<file path="src/rtl/csv_sfifo_ram_fwft.sv">
// ============================================================================
// Module   : csv_sfifo_ram_fwft
// Brief    : Synchronous FIFO on a 1R1W RAM with a 1-cycle registered read.
//            The read port is first-word-fall-through with valid/ready
//            handshake and sustains one pop per cycle. A level count and
//            almost-full / almost-empty flags are also provided.
//            Optional macro CSV_SFIFO_ERR_EN builds sticky overflow and
//            underflow detection; without it both flags are tied low.
// Revision : 1.0 - initial release
// ============================================================================
`default_nettype none

module csv_sfifo_ram_fwft #(
  parameter int WIDTH         = 8,
  parameter int DEPTH         = 16,
  parameter int ADDR_WIDTH    = $clog2(DEPTH),
  parameter int CNT_WIDTH     = $clog2(DEPTH + 1),
  parameter int AFULL_THRESH  = DEPTH - 2,
  parameter int AEMPTY_THRESH = 2
) (
  input  logic                 clk,
  input  logic                 reset,
  input  logic [WIDTH-1:0]     i_wdata,
  input  logic                 i_wreq,
  output logic                 o_wready,
  output logic [WIDTH-1:0]     o_rdata,
  output logic                 o_rvalid,
  input  logic                 i_rreq,
  output logic                 o_full,
  output logic                 o_empty,
  output logic                 o_afull,
  output logic                 o_aempty,
  output logic [CNT_WIDTH-1:0] o_count,
  output logic                 o_overflow,
  output logic                 o_underflow
);

  localparam logic [ADDR_WIDTH-1:0] c_last_addr = ADDR_WIDTH'(DEPTH - 1);
  localparam logic [CNT_WIDTH-1:0]  c_depth     = CNT_WIDTH'(DEPTH);
  localparam logic [CNT_WIDTH-1:0]  c_afull     = CNT_WIDTH'(AFULL_THRESH);
  localparam logic [CNT_WIDTH-1:0]  c_aempty    = CNT_WIDTH'(AEMPTY_THRESH);

  // Storage array; no reset so it can map onto a RAM macro.
  logic [WIDTH-1:0]      mem_q [DEPTH];

  logic [ADDR_WIDTH-1:0] wr_ptr_q, rd_ptr_q;
  // count_q: every word held; ram_cnt_q: words still sitting in the array.
  logic [CNT_WIDTH-1:0]  count_q, count_d;
  logic [CNT_WIDTH-1:0]  ram_cnt_q, ram_cnt_d;

  // RAM read register; its content is a live word while infl_q is set.
  logic [WIDTH-1:0]      ram_rdata_q;
  logic                  infl_q;

  // Output stage: head is the oldest buffered word, skid the next one.
  logic [WIDTH-1:0]      head_q, head_d, skid_q, skid_d;
  logic                  head_v_q, head_v_d, skid_v_q, skid_v_d;

  logic                  w_full;
  logic                  w_wr;
  logic                  w_pop;
  logic                  w_rvalid;
  logic                  w_issue;
  logic [WIDTH-1:0]      w_first;
  logic [WIDTH-1:0]      w_second;
  logic                  w_second_v;
  logic [1:0]            w_occ_after;

  assign w_full   = (count_q == c_depth);
  assign w_wr     = i_wreq & ~w_full;

  // The in-flight word is presented directly, which gives the 2-cycle
  // write-to-valid latency without an extra register stage.
  assign w_rvalid = head_v_q | infl_q;
  assign w_first  = head_v_q ? head_q : ram_rdata_q;
  assign w_pop    = i_rreq & w_rvalid;

  // Second-oldest word: skid if present, otherwise the arriving RAM word.
  assign w_second   = skid_v_q ? skid_q : ram_rdata_q;
  assign w_second_v = head_v_q & (skid_v_q | infl_q);

  // Occupancy seen after this cycle's pop; counting the pop lets a read
  // issue every cycle while popping, so there is no bubble.
  assign w_occ_after = 2'(head_v_q) + 2'(skid_v_q) + 2'(infl_q) - 2'(w_pop);
  assign w_issue     = (ram_cnt_q != '0) && (w_occ_after < 2'd2);

  // Output-stage next state: drop the head on pop, compact the rest.
  always_comb begin
    head_d   = head_q;
    head_v_d = head_v_q;
    skid_d   = skid_q;
    skid_v_d = skid_v_q;
    if (w_pop) begin
      head_d   = w_second;
      head_v_d = w_second_v;
      skid_v_d = 1'b0;
    end else begin
      head_d   = w_first;
      head_v_d = w_rvalid;
      skid_d   = w_second;
      skid_v_d = w_second_v;
    end
  end

  // Level bookkeeping: total words and words still in the array.
  always_comb begin
    count_d   = count_q;
    ram_cnt_d = ram_cnt_q;
    case ({w_wr, w_pop})
      2'b10:   count_d = count_q + 1'b1;
      2'b01:   count_d = count_q - 1'b1;
      default: count_d = count_q;
    endcase
    case ({w_wr, w_issue})
      2'b10:   ram_cnt_d = ram_cnt_q + 1'b1;
      2'b01:   ram_cnt_d = ram_cnt_q - 1'b1;
      default: ram_cnt_d = ram_cnt_q;
    endcase
  end

  // Array write port.
  always_ff @(posedge clk) begin
    if (w_wr) begin
      mem_q[wr_ptr_q] <= i_wdata;
    end
  end

  // Pointers, levels, read register and output stage.
  always_ff @(posedge clk) begin
    if (reset) begin
      wr_ptr_q    <= '0;
      rd_ptr_q    <= '0;
      count_q     <= '0;
      ram_cnt_q   <= '0;
      ram_rdata_q <= '0;
      infl_q      <= 1'b0;
      head_q      <= '0;
      head_v_q    <= 1'b0;
      skid_q      <= '0;
      skid_v_q    <= 1'b0;
    end else begin
      if (w_wr) begin
        wr_ptr_q <= (wr_ptr_q == c_last_addr) ? '0 : wr_ptr_q + 1'b1;
      end
      if (w_issue) begin
        rd_ptr_q    <= (rd_ptr_q == c_last_addr) ? '0 : rd_ptr_q + 1'b1;
        ram_rdata_q <= mem_q[rd_ptr_q];
      end
      infl_q    <= w_issue;
      count_q   <= count_d;
      ram_cnt_q <= ram_cnt_d;
      head_q    <= head_d;
      head_v_q  <= head_v_d;
      skid_q    <= skid_d;
      skid_v_q  <= skid_v_d;
    end
  end

`ifdef CSV_SFIFO_ERR_EN
  logic ovf_q;
  logic unf_q;

  // Sticky error capture: write while full, read while nothing valid.
  always_ff @(posedge clk) begin
    if (reset) begin
      ovf_q <= 1'b0;
      unf_q <= 1'b0;
    end else begin
      if (i_wreq & w_full) begin
        ovf_q <= 1'b1;
      end
      if (i_rreq & ~w_rvalid) begin
        unf_q <= 1'b1;
      end
    end
  end

  assign o_overflow  = ovf_q;
  assign o_underflow = unf_q;
`else
  assign o_overflow  = 1'b0;
  assign o_underflow = 1'b0;
`endif

  assign o_wready = ~w_full;
  assign o_full   = w_full;
  assign o_empty  = (count_q == '0);
  assign o_afull  = (count_q >= c_afull);
  assign o_aempty = (count_q <= c_aempty);
  assign o_count  = count_q;
  assign o_rvalid = w_rvalid;
  assign o_rdata  = w_first;

endmodule

`default_nettype wire
</file>
<file path="config.mk">
export PLATFORM = sky130hd
export DESIGN_NAME = csv_sfifo_ram_fwft
export DESIGN_NICKNAME = d
export VERILOG_FILES = /design/src/rtl/csv_sfifo_ram_fwft.sv
export SDC_FILE = /design/constraint.sdc
export NUM_CORES = 1
export LEC_CHECK = 0
export ABC_CLOCK_PERIOD_IN_PS = 8760
export CAP_MARGIN = 20
export CORE_UTILIZATION = 55
export DETAILED_ROUTE_END_ITERATION = 16
export PLACE_DENSITY = 0.83
export REMOVE_ABC_BUFFERS = 1
export SYNTH_ARGS = -nofsm -noshare
export SYNTH_HDL_FRONTEND = slang
export SYNTH_SLANG_ARGS = --single-unit
</file>
<file path="constraint.sdc">
create_clock -name clk -period 8.76 [get_ports clk]
set_clock_uncertainty 0.2 [all_clocks]
set_input_delay 2.628 -clock clk [delete_from_list [all_inputs] [get_ports clk]]
set_output_delay 2.628 -clock clk [all_outputs]
set_load 0.02 [all_outputs]
</file>
# Yosys cells after proc, flatten, opt, wreduce, memory -nomap -nowiden
# Memories as Yosys holds them, arrays and structs flattened. A register that Yosys moved wholly into a read port is not among the register bits.
# Index checks and enable logic that the tools add are counted.
dict set report classes {
  n_addsub 9
  n_lt_le_gt_ge 3
  eq_ne 7
  muxes 10
  bitwise_logic 6
  n_reduce_logical 6
}
# operator n
set ops {}
lappend ops {{$mux W8} 3}
lappend ops {{$pmux W5 S2} 2}
lappend ops {{$add A5 B1 Y5 const B} 2}
lappend ops {{$sub A5 B1 Y5 const B} 2}
lappend ops {{$add A4 B1 Y4 const B} 2}
lappend ops {{$eq A4 B4 Y1 const B} 2}
lappend ops {{$mux W4} 2}
lappend ops {{$eq A5 B5 Y1 const B} 1}
lappend ops {{$ge A5 B4 Y1 const B} 1}
lappend ops {{$le A5 B2 Y1 const B} 1}
lappend ops {{$logic_not A5 Y1} 1}
lappend ops {{$reduce_bool A5 Y1} 1}
lappend ops {{$eq A2 B1 Y1 const B} 2}
lappend ops {{$eq A2 B2 Y1 const B} 2}
lappend ops {{$reduce_bool A2 Y1} 2}
lappend ops {{$and A1 B1 Y1} 3}
lappend ops {{$mux W1} 3}
lappend ops {{$add A1 B1 Y2} 1}
lappend ops {{$add A2 B1 Y2} 1}
lappend ops {{$lt A2 B2 Y1 const B} 1}
lappend ops {{$or A1 B1 Y1} 2}
lappend ops {{$reduce_or A2 Y1} 1}
lappend ops {{$sub A2 B1 Y2} 1}
lappend ops {{$logic_and A1 B1 Y1} 1}
lappend ops {{$not A1 Y1} 1}
dict set report totals {
  ff_bits 37
  ramBits 128
  input_bits 12
  out_inout_bits 21
  elab_cells 51
  mem_count 1
}
# memory words width read_ports rd_ports_with_merged_regs write_ports line_no
set memory_table {}
lappend memory_table {mem_q 16 8 1 1 1 44} ;# logic [WIDTH-1:0] mem_q [DEPTH];

# Depth between registers and ports, before layout
# Gate-level depths: netlist of run 1.
dict set report logic_depth {
  word_depth 7
  depth_mapped 20
  depth_no_buf 16
}

# Worst setup path after synthesis of run 1
# No wires, ideal clock.
dict set report synth_timing {
  path_kind {input to register}
  from {input i_rreq}
  to {register ram_cnt_q[4]}
  setup_time_ns 0.123
  t_arrival_ns 5.819
  t_required_ns 8.437
  slack_ns 2.618
  cell_stages 18
  path_buffers 3
  cell_sequence {and2_4 > buf_6 > buf_2 > ha_1 > inv_1 > ha_1 > a21oi_2 > xnor2_1 > a21oi_2 > buf_2 > ha_1 > inv_1 > fa_1 > nor2b_1 > o21ai_1 > nand3_1 > or3b_1 > mux2_1}
}
dict set report synth_via {
  elab_chain_cells 6
  elab_cells_between_ends 8
  classes_between {1 x add/sub; 1 x order compare; 2 x eq/ne; 1 x mux; 1 x bitwise; 2 x reduce/logical}
}
# element line_no
set synth_rtl {}
lappend synth_rtl {{from (decl)} 28} ;# input logic i_rreq,
lappend synth_rtl {{$and A1 B1 Y1 (*)} 76} ;# assign w_pop = i_rreq & w_rvalid;
lappend synth_rtl {{$sub A2 B1 Y2 (*)} 84} ;# assign w_occ_after = 2'(head_v_q) + 2'(skid_v_q) + 2'(infl_q) - 2'(w_pop);
lappend synth_rtl {{$lt A2 B2 Y1 (*)} 85} ;# assign w_issue = (ram_cnt_q != '0) && (w_occ_after < 2'd2);
lappend synth_rtl {{$logic_and A1 B1 Y1 (*)} 85}
lappend synth_rtl {{named net w_issue} 63} ;# logic w_issue;
lappend synth_rtl {{$eq A2 B1 Y1 / $eq A2 B2 Y1 (equally long branches)} 114} ;# case ({w_wr, w_issue})
lappend synth_rtl {{$pmux W5 S2 / $reduce_bool A2 Y1 (equally long branches)} n/a}
lappend synth_rtl {{to (signal assigned)} 151} ;# ram_cnt_q <= ram_cnt_d;
lappend synth_rtl {{to (decl)} 49} ;# logic [CNT_WIDTH-1:0] ram_cnt_q, ram_cnt_d;
# Mark *: on every way through the listed nets, which the timed path passes. The rest lies on a longest branch.
# A chain may end at the register's enable or synchronous reset.

# Worst setup path after layout of run 1
dict set report layout_timing {
  from {input i_rreq}
  to {register ram_cnt_q[4]}
}
dict set report layout_via {
  elab_chain_cells 6
  elab_cells_between_ends 8
  classes_between {1 x add/sub; 1 x order compare; 2 x eq/ne; 1 x mux; 1 x bitwise; 2 x reduce/logical}
}
# element line_no
set layout_rtl {}
lappend layout_rtl {{$and A1 B1 Y1 (*)} 76}
lappend layout_rtl {{$sub A2 B1 Y2 (*)} 84}
lappend layout_rtl {{$lt A2 B2 Y1 (*)} 85}
lappend layout_rtl {{$logic_and A1 B1 Y1 (*)} 85}
lappend layout_rtl {{$eq A2 B1 Y1 / $eq A2 B2 Y1 (equally long branches)} 114}
lappend layout_rtl {{$pmux W5 S2 / $reduce_bool A2 Y1 (equally long branches)} n/a}
# Mark *: on every way between the ends. The rest lies on a longest branch, timed or not.

==> reports/metrics.yaml, run 1 <==
outcome:
  run_status: "complete, no violations"
critical_path:
  required_ns: 8.87
  setup.worst_path.start_class: "input pin"
  worstRegToRegCells: 17
  cp-end-kind: "register"
  crit_family: "adder cells"
  crit_path_frequent_cell: "ha_1"
  criticalPathCategory: "in -> reg"
  path_buf_inv: 4
  r2r_end: "ram_cnt_q[4]$_SDFFE_PP0P_"
  r2r_setup_slack_ns: 4.48
  critPathSlowestCell: "clkdlybuf4s50_1"
  cp_data_arrival_time_ns: 6.41
  slowest_delay_ns: 0.52
  timing.critical_path.fanout_max: 24
  regToRegStartpoint: "head_v_q$_SDFF_PP0_"
  crit_chain: "clkdlybuf4s50_1 > and2_4 > ha_1 > inv_1 > ha_1 > a21oi_2 > xnor2_1 > a21oi_2 > buf_4 > ha_1 > inv_1 > fa_1 > nor2b_1 > o21ai_1 > nand3_1 > or3b_1 > mux2_1"
floorplan:
  rows: 41
  die_height_um: 117
  initial_utilization_pct: 57.2
  dieArea_um2: 13800
  core_um2: 12800
  pin_count: 33
  die_w_um: 117
layout:
  multi_input_area_um2: 2310
  fillers: 909
  antenna_cells: 0
  final_common_cell: "edfxtp_1"
  nets: 556
  seqCellArea_um2: 4750
  final_layout_size_suffix_gt1_share_pct: 12.7
  finish.instance_area_um2: 8170
  area_delta_synth_final_pct: 11.7
  mostFrequentLayoutCells: "128 x edfxtp_1, 59 x nor2_1, 52 x mux2i_1"
synthesis:
  syn-instance-count: 499
  synth_top_family_by_area: "multiplexers"
  ys_async_sr_fraction_pct: 0
  avgSynthCellArea_um2: 14.6
  synth-edff-count: 128
  synthXorXnorAreaFrac_pct: 0.719
  synth_cell_type_count: 54
  synth_flop_cell: "edfxtp_1"
  synth_seq_area_share_pct: 64.9
  synth_area_leaders: "edfxtp_1 53%, dfxtp_1 12%, mux2i_1 7.1%"
  synth-simple-area-share_pct: 7.39
  muxShareOfSynthArea_pct: 13.6
  synth_top_area_share_pct: 52.6
  synth_compound_area_share_pct: 6.64
  yosysTopAreaCell: "edfxtp_1"
  yosysWarnings: 0
  synthAdderAreaFrac_pct: 3.12
  syn_area_um2: 7310
  ys_ff_latch: 173
clock_tree:
  cts_tree: "yes"
  clk_pin_slew_ns: 0.06
  cts_setup_buffers: 0
  clk_latency_ns: 0.42
  cts_root_buf: "clkbuf_16"
  postCtsHoldBufs: 0
  cts_resized: 0
  cts-htree-levels: 4
  clock_path_buffers: 2
  cts_buffers: 17
  cts_sinks: 173
sta:
  fin_crit_ns: 6.30
  rsz0062_at_grt: "false"
  min_period_over_period_pct: 72.0
  worstMarginPinSlew_ns: 1.10
  hold_viol_final: 0
  setup_tns_ns: 0
  drv_slew: 0
  fmaxAchievable_mhz: 159
  max-slew-margin-rel_pct: 26.7
  finalSetupViolCount: 0
power_and_ir_drop:
  peakVddDrop_mv: 0.181
  p_leak_nw: 2.75
  power_density_nw_per_um2: 287
global_route:
  grt.total_usage_pct: 22.1
  antenna_found_initial: 0
  grt_max_degree: 48
  grt_pass1_vias: 4116
  grt_pass1_wl_um: 21700
  grt_overflow_total: 0
routing:
  dr.pass1.iters: 7
  wl_per_cell_um: 19.5
  route.layer.met1.wl_um: 5610
  wl_met2_um: 6960
  highest_layer: "met4"
  finalWirelength_um: 13800
  wl_met3_um: 955
  avgViaCountPerCell: 5.82
  drtIter0Drc: 370
  ant_nets: 0
  drc_errors: 0
  vias: 4119
hold_path:
  min_from: "skid_q[7]$_SDFFE_PP0P_"
  whs_endpoint: "skid_q[7]$_SDFFE_PP0P_"
  min_path_type: "reg -> reg"
  hold_depth: 2
placement:
  port_buffers: 30
  place_congestion: 0.769
  hpwl_um: 9030
  dpl_cell_area_um2: 7680
run:
  max_cap_violations: 0
-- flip-flops by register name, summed over array words and instances (netlist names) --
name / cells
skid_q: 8
rd_ptr_q: 4
ram_rdata_q: 8
infl_q: 1
skid_v_q: 1
mem_q: 128
head_v_q: 1
o_count: 5
wr_ptr_q: 4
ram_cnt_q: 5
head_q: 8
-- tightest hold or removal path, stage by stage, from the launching register on --
cell and delay (ns):
dfxtp_1 0.33, mux2i_1 0.07, nor2_1 0.07
-- worst max-delay path by stage --
stage | start | end | slack [ns] | depth (start not counted)
floorplan | i_rreq | ram_cnt_q[4]$_SDFFE_PP0P_ | 2.55 | 15
global placement | i_rreq | ram_cnt_q[4]$_SDFFE_PP0P_ | 2.22 | 17
detailed placement | i_rreq | ram_cnt_q[4]$_SDFFE_PP0P_ | 2.04 | 17
CTS | i_rreq | ram_cnt_q[4]$_SDFFE_PP0P_ | 2.45 | 17
global route | i_rreq | ram_cnt_q[4]$_SDFFE_PP0P_ | 2.16 | 17
finish | i_rreq | ram_cnt_q[4]$_SDFFE_PP0P_ | 2.46 | 17
-- report_power, final --
group	leakage [nW]	internal [W]	switching (W)	total (W)
Clock	0.225	0.000351	0.000286	0.000637
Sequential	1.53	0.000953	0.0000560	0.00101
Combinational	1.00	0.000321	0.000381	0.000702
-- Yosys cell counts (all sizes together), types with 3 or more instances --
| cell type | count |
|---|---|
| inv | 15 |
| dfxtp | 45 |
| o22ai | 16 |
| buf | 23 |
| ha | 15 |
| nor2b | 6 |
| mux4 | 16 |
| nand3 | 4 |
| xnor2 | 3 |
| nor3 | 10 |
| mux2 | 10 |
| xor2 | 3 |
| mux2i | 52 |
| a21oi | 15 |
| or3b | 3 |
| edfxtp | 128 |
| a311oi | 8 |
| a211oi | 17 |
| nand2b | 3 |
| nand2 | 15 |
| nor2 | 61 |
| clkbuf | 7 |
-- logic make-up (layout without fill, tap and decap cells) --
group / count (synthesis) / after routing
flops: 173 / 173
simple gates: 111 / 111
mux: 78 / 78
compound gates: 68 / 68
buf+inv: 45 / 81
fa+ha+maj: 17 / 17
xor+xnor: 6 / 6
other cells: 1 / 2
-- per-stage QoR --
stage,worst slack [ns],util [%],hold slack (ns),cells,power (W)
finish,2.46,63.9,0.297,708,0.00235
global route,2.16,63.9,0.340,708,0.00247
CTS,2.45,63.9,0.300,708,0.00236
detailed placement,2.04,60.1,0.285,680,0.00173
global placement,2.22,60.0,0.274,677,0.00169
floorplan,2.55,-,0.260,470,0.00151
-- cell type report --
type                       instances  area share [%]
tap                              172            2.64
inverter                          15           0.690
clock buffer                      19            5.30
clock inverter                     9           0.644
timing repair buffer              38            4.35
multi-input combinational        282            28.3
sequential                       173            58.1
-- metal layers --
metal,vias to the layer above,track usage (%)
met1,2016,27.6
li1,1933,-
met3,22,6.49
met2,148,36.4
met5,-,0
met4,0,8.69
(Power assumes the default switching activity.)
==> run 2, diff against run 1 <==
- ABC_CLOCK_PERIOD_IN_PS: 8760 -> 5600
- CORE_UTILIZATION: 55 -> 54
- PLACE_DENSITY: 0.83 -> 0.84
- clock period: 8.76 -> 5.6 ns (I/O delays scaled with it)
==> run 2 against run 1 <==
Compared with the run above:
- sequential power up 58%
- routed wire length up 4.0%
- non-clock buffer count up 1
- combinational power up 57%
- hold slack worse by 0.00092 ns
- sequential cell count unchanged
- largest power group unchanged
==> reports/metrics.yaml, run 2 (synthesis results as in run 1) <==
outcome:
  run_status: "complete, no violations"
placement:
  place_congestion: 0.810
  hpwl_um: 9110
  dpl_cell_area_um2: 7690
  pre_cts_ws_ns: 0.261
  port_buffers: 30
sta:
  rsz0062_at_grt: "false"
  hold_viol_final: 0
  worstMarginPinSlew_ns: 0.863
  max-slew-margin-rel_pct: 42.5
  fmaxAchievable_mhz: 204
  drv_slew: 0
  finalSetupViolCount: 0
  fin_crit_ns: 4.91
  layout_setup_ws_ns: 0.688
  min_period_over_period_pct: 87.7
  setup_tns_ns: 0
layout:
  largest_reg_flops: 128
  nets: 557
  finish.instance_area_um2: 8280
  area_delta_synth_final_pct: 13.2
  final_common_cell: "edfxtp_1"
  seqCellArea_um2: 4750
  final_layout_size_suffix_gt1_share_pct: 14.4
  top_register: "mem_q"
  mostFrequentLayoutCells: "128 x edfxtp_1, 59 x nor2_1, 52 x mux2i_1"
  multi_input_area_um2: 2310
  antenna_cells: 0
  fillers: 930
clock_tree:
  clk_latency_ns: 0.43
  cts_resized: 0
  cts_setup_buffers: 0
  clk_pin_slew_ns: 0.06
  postCtsHoldBufs: 0
  cts_root_buf: "clkbuf_16"
  cts-htree-levels: 4
  cts_tree: "yes"
  clock_path_buffers: 2
  cts_sinks: 173
  cts_buffers: 17
critical_path:
  cp-end-kind: "register"
  setup.worst_path.start_class: "input pin"
  timing.critical_path.fanout_max: 4
  cp-startpoint: "i_rreq"
  cp_data_arrival_time_ns: 5.03
  required_ns: 5.72
  criticalPathCategory: "in -> reg"
  regToRegStartpoint: "head_v_q$_SDFF_PP0_"
routing:
  dr.pass1.iters: 5
  finalWirelength_um: 14300
  drc_errors: 0
  wl_per_cell_um: 20.0
  drtIter0Drc: 499
  ant_nets: 0
  avgViaCountPerCell: 5.89
  vias: 4222
power_and_ir_drop:
  peakVddDrop_mv: 0.247
  swShare_pct: 31.2
  p_seq_share_pct: 41.4
  pwr-share-clk_pct: 30.1
  power_density_nw_per_um2: 467
  pwr-share-comb_pct: 28.5
  p_leak_nw: 2.82
  p_sw_w: 0.00121
  internal_power_w: 0.00266
floorplan:
  dieArea_um2: 14000
  die_w_um: 118
  pin_count: 33
  core_um2: 13200
  rows: 42
  initial_utilization_pct: 55.2
  die_height_um: 118
hold_path:
  min_from: "skid_q[5]$_SDFFE_PP0P_"
  min_path_type: "reg -> reg"
global_route:
  grt.total_usage_pct: 22.1
  grt_pass1_vias: 4217
  grt_max_degree: 48
  antenna_found_initial: 0
  grt_pass1_wl_um: 22900
  grt_overflow_total: 0
run:
  max_cap_violations: 0
run 2: changes by cell type in the layout (fill, tap and decap cells not counted), moves of 2 or more:
cell | previous run | this run
buf_4 | 6 | 9
bufinv_16 | 0 | 2
clkbuf_1 | 2 | 0
clkinv_1 | 3 | 1
inv_6 | 0 | 6
run 2: final cells by class:
| type | count | area share [%] |
|---|---|---|
| Sequential cell | 173 | 57.3 |
| Inverter | 15 | 0.680 |
| Tap cell | 176 | 2.66 |
| Multi-Input combinational cell | 282 | 27.9 |
| Clock inverter | 15 | 1.92 |
| Timing Repair Buffer | 39 | 4.38 |
| Clock buffer | 17 | 5.14 |
run 2: metrics by stage:
step,total power (W),hold slack (ns),util (%),cells
2_1_floorplan,0.00237,0.260,-,470
4_1_cts,0.00388,0.302,62.5,717
3_5_place_dp,0.00271,0.287,58.1,685
5_1_grt,0.00405,0.337,62.5,717
6_report,0.00387,0.296,62.5,717
3_3_place_gp,0.00264,0.273,58.1,685
run 2: final timing paths:
check	endpoint	slack [ns]	cells past startpoint
min	skid_q[5]$_SDFFE_PP0P_	0.30	2
max reg2reg	ram_cnt_q[4]$_SDFFE_PP0P_	1.68	16
max	ram_cnt_q[4]$_SDFFE_PP0P_	0.69	16
min reg2reg	skid_q[5]$_SDFFE_PP0P_	0.30	2
run 2: routing by layer:
layer | part of all wire [%] | up-vias | track usage, %
li1 | - | 1937 | -
met1 | 40 | 2093 | 27.3
met2 | 51 | 156 | 36.0
met3 | 6.4 | 36 | 6.71
met4 | 2.9 | 0 | 9.94
met5 | 0 | - | 0
run 2: worst max-delay path: stages:
cell	delay [ns]
clkdlybuf4s50_1	0.46
and2_4	0.17
ha_1	0.26
inv_1	0.04
ha_1	0.27
a21oi_2	0.13
xnor2_1	0.08
a21oi_2	0.13
ha_1	0.25
inv_1	0.11
fa_1	0.41
nor2b_1	0.19
o21ai_1	0.10
nand3_1	0.08
or3b_1	0.35
mux2_1	0.31
run 2: power groups by stage:
stage               registers (W)  clock network, W  logic [W]
global placement          0.00162                 0    0.00103
CTS                       0.00160           0.00117    0.00110
global route              0.00162           0.00123    0.00120
detailed placement        0.00163                 0    0.00109
floorplan                 0.00165                 0   0.000714
finish                    0.00160           0.00116    0.00110
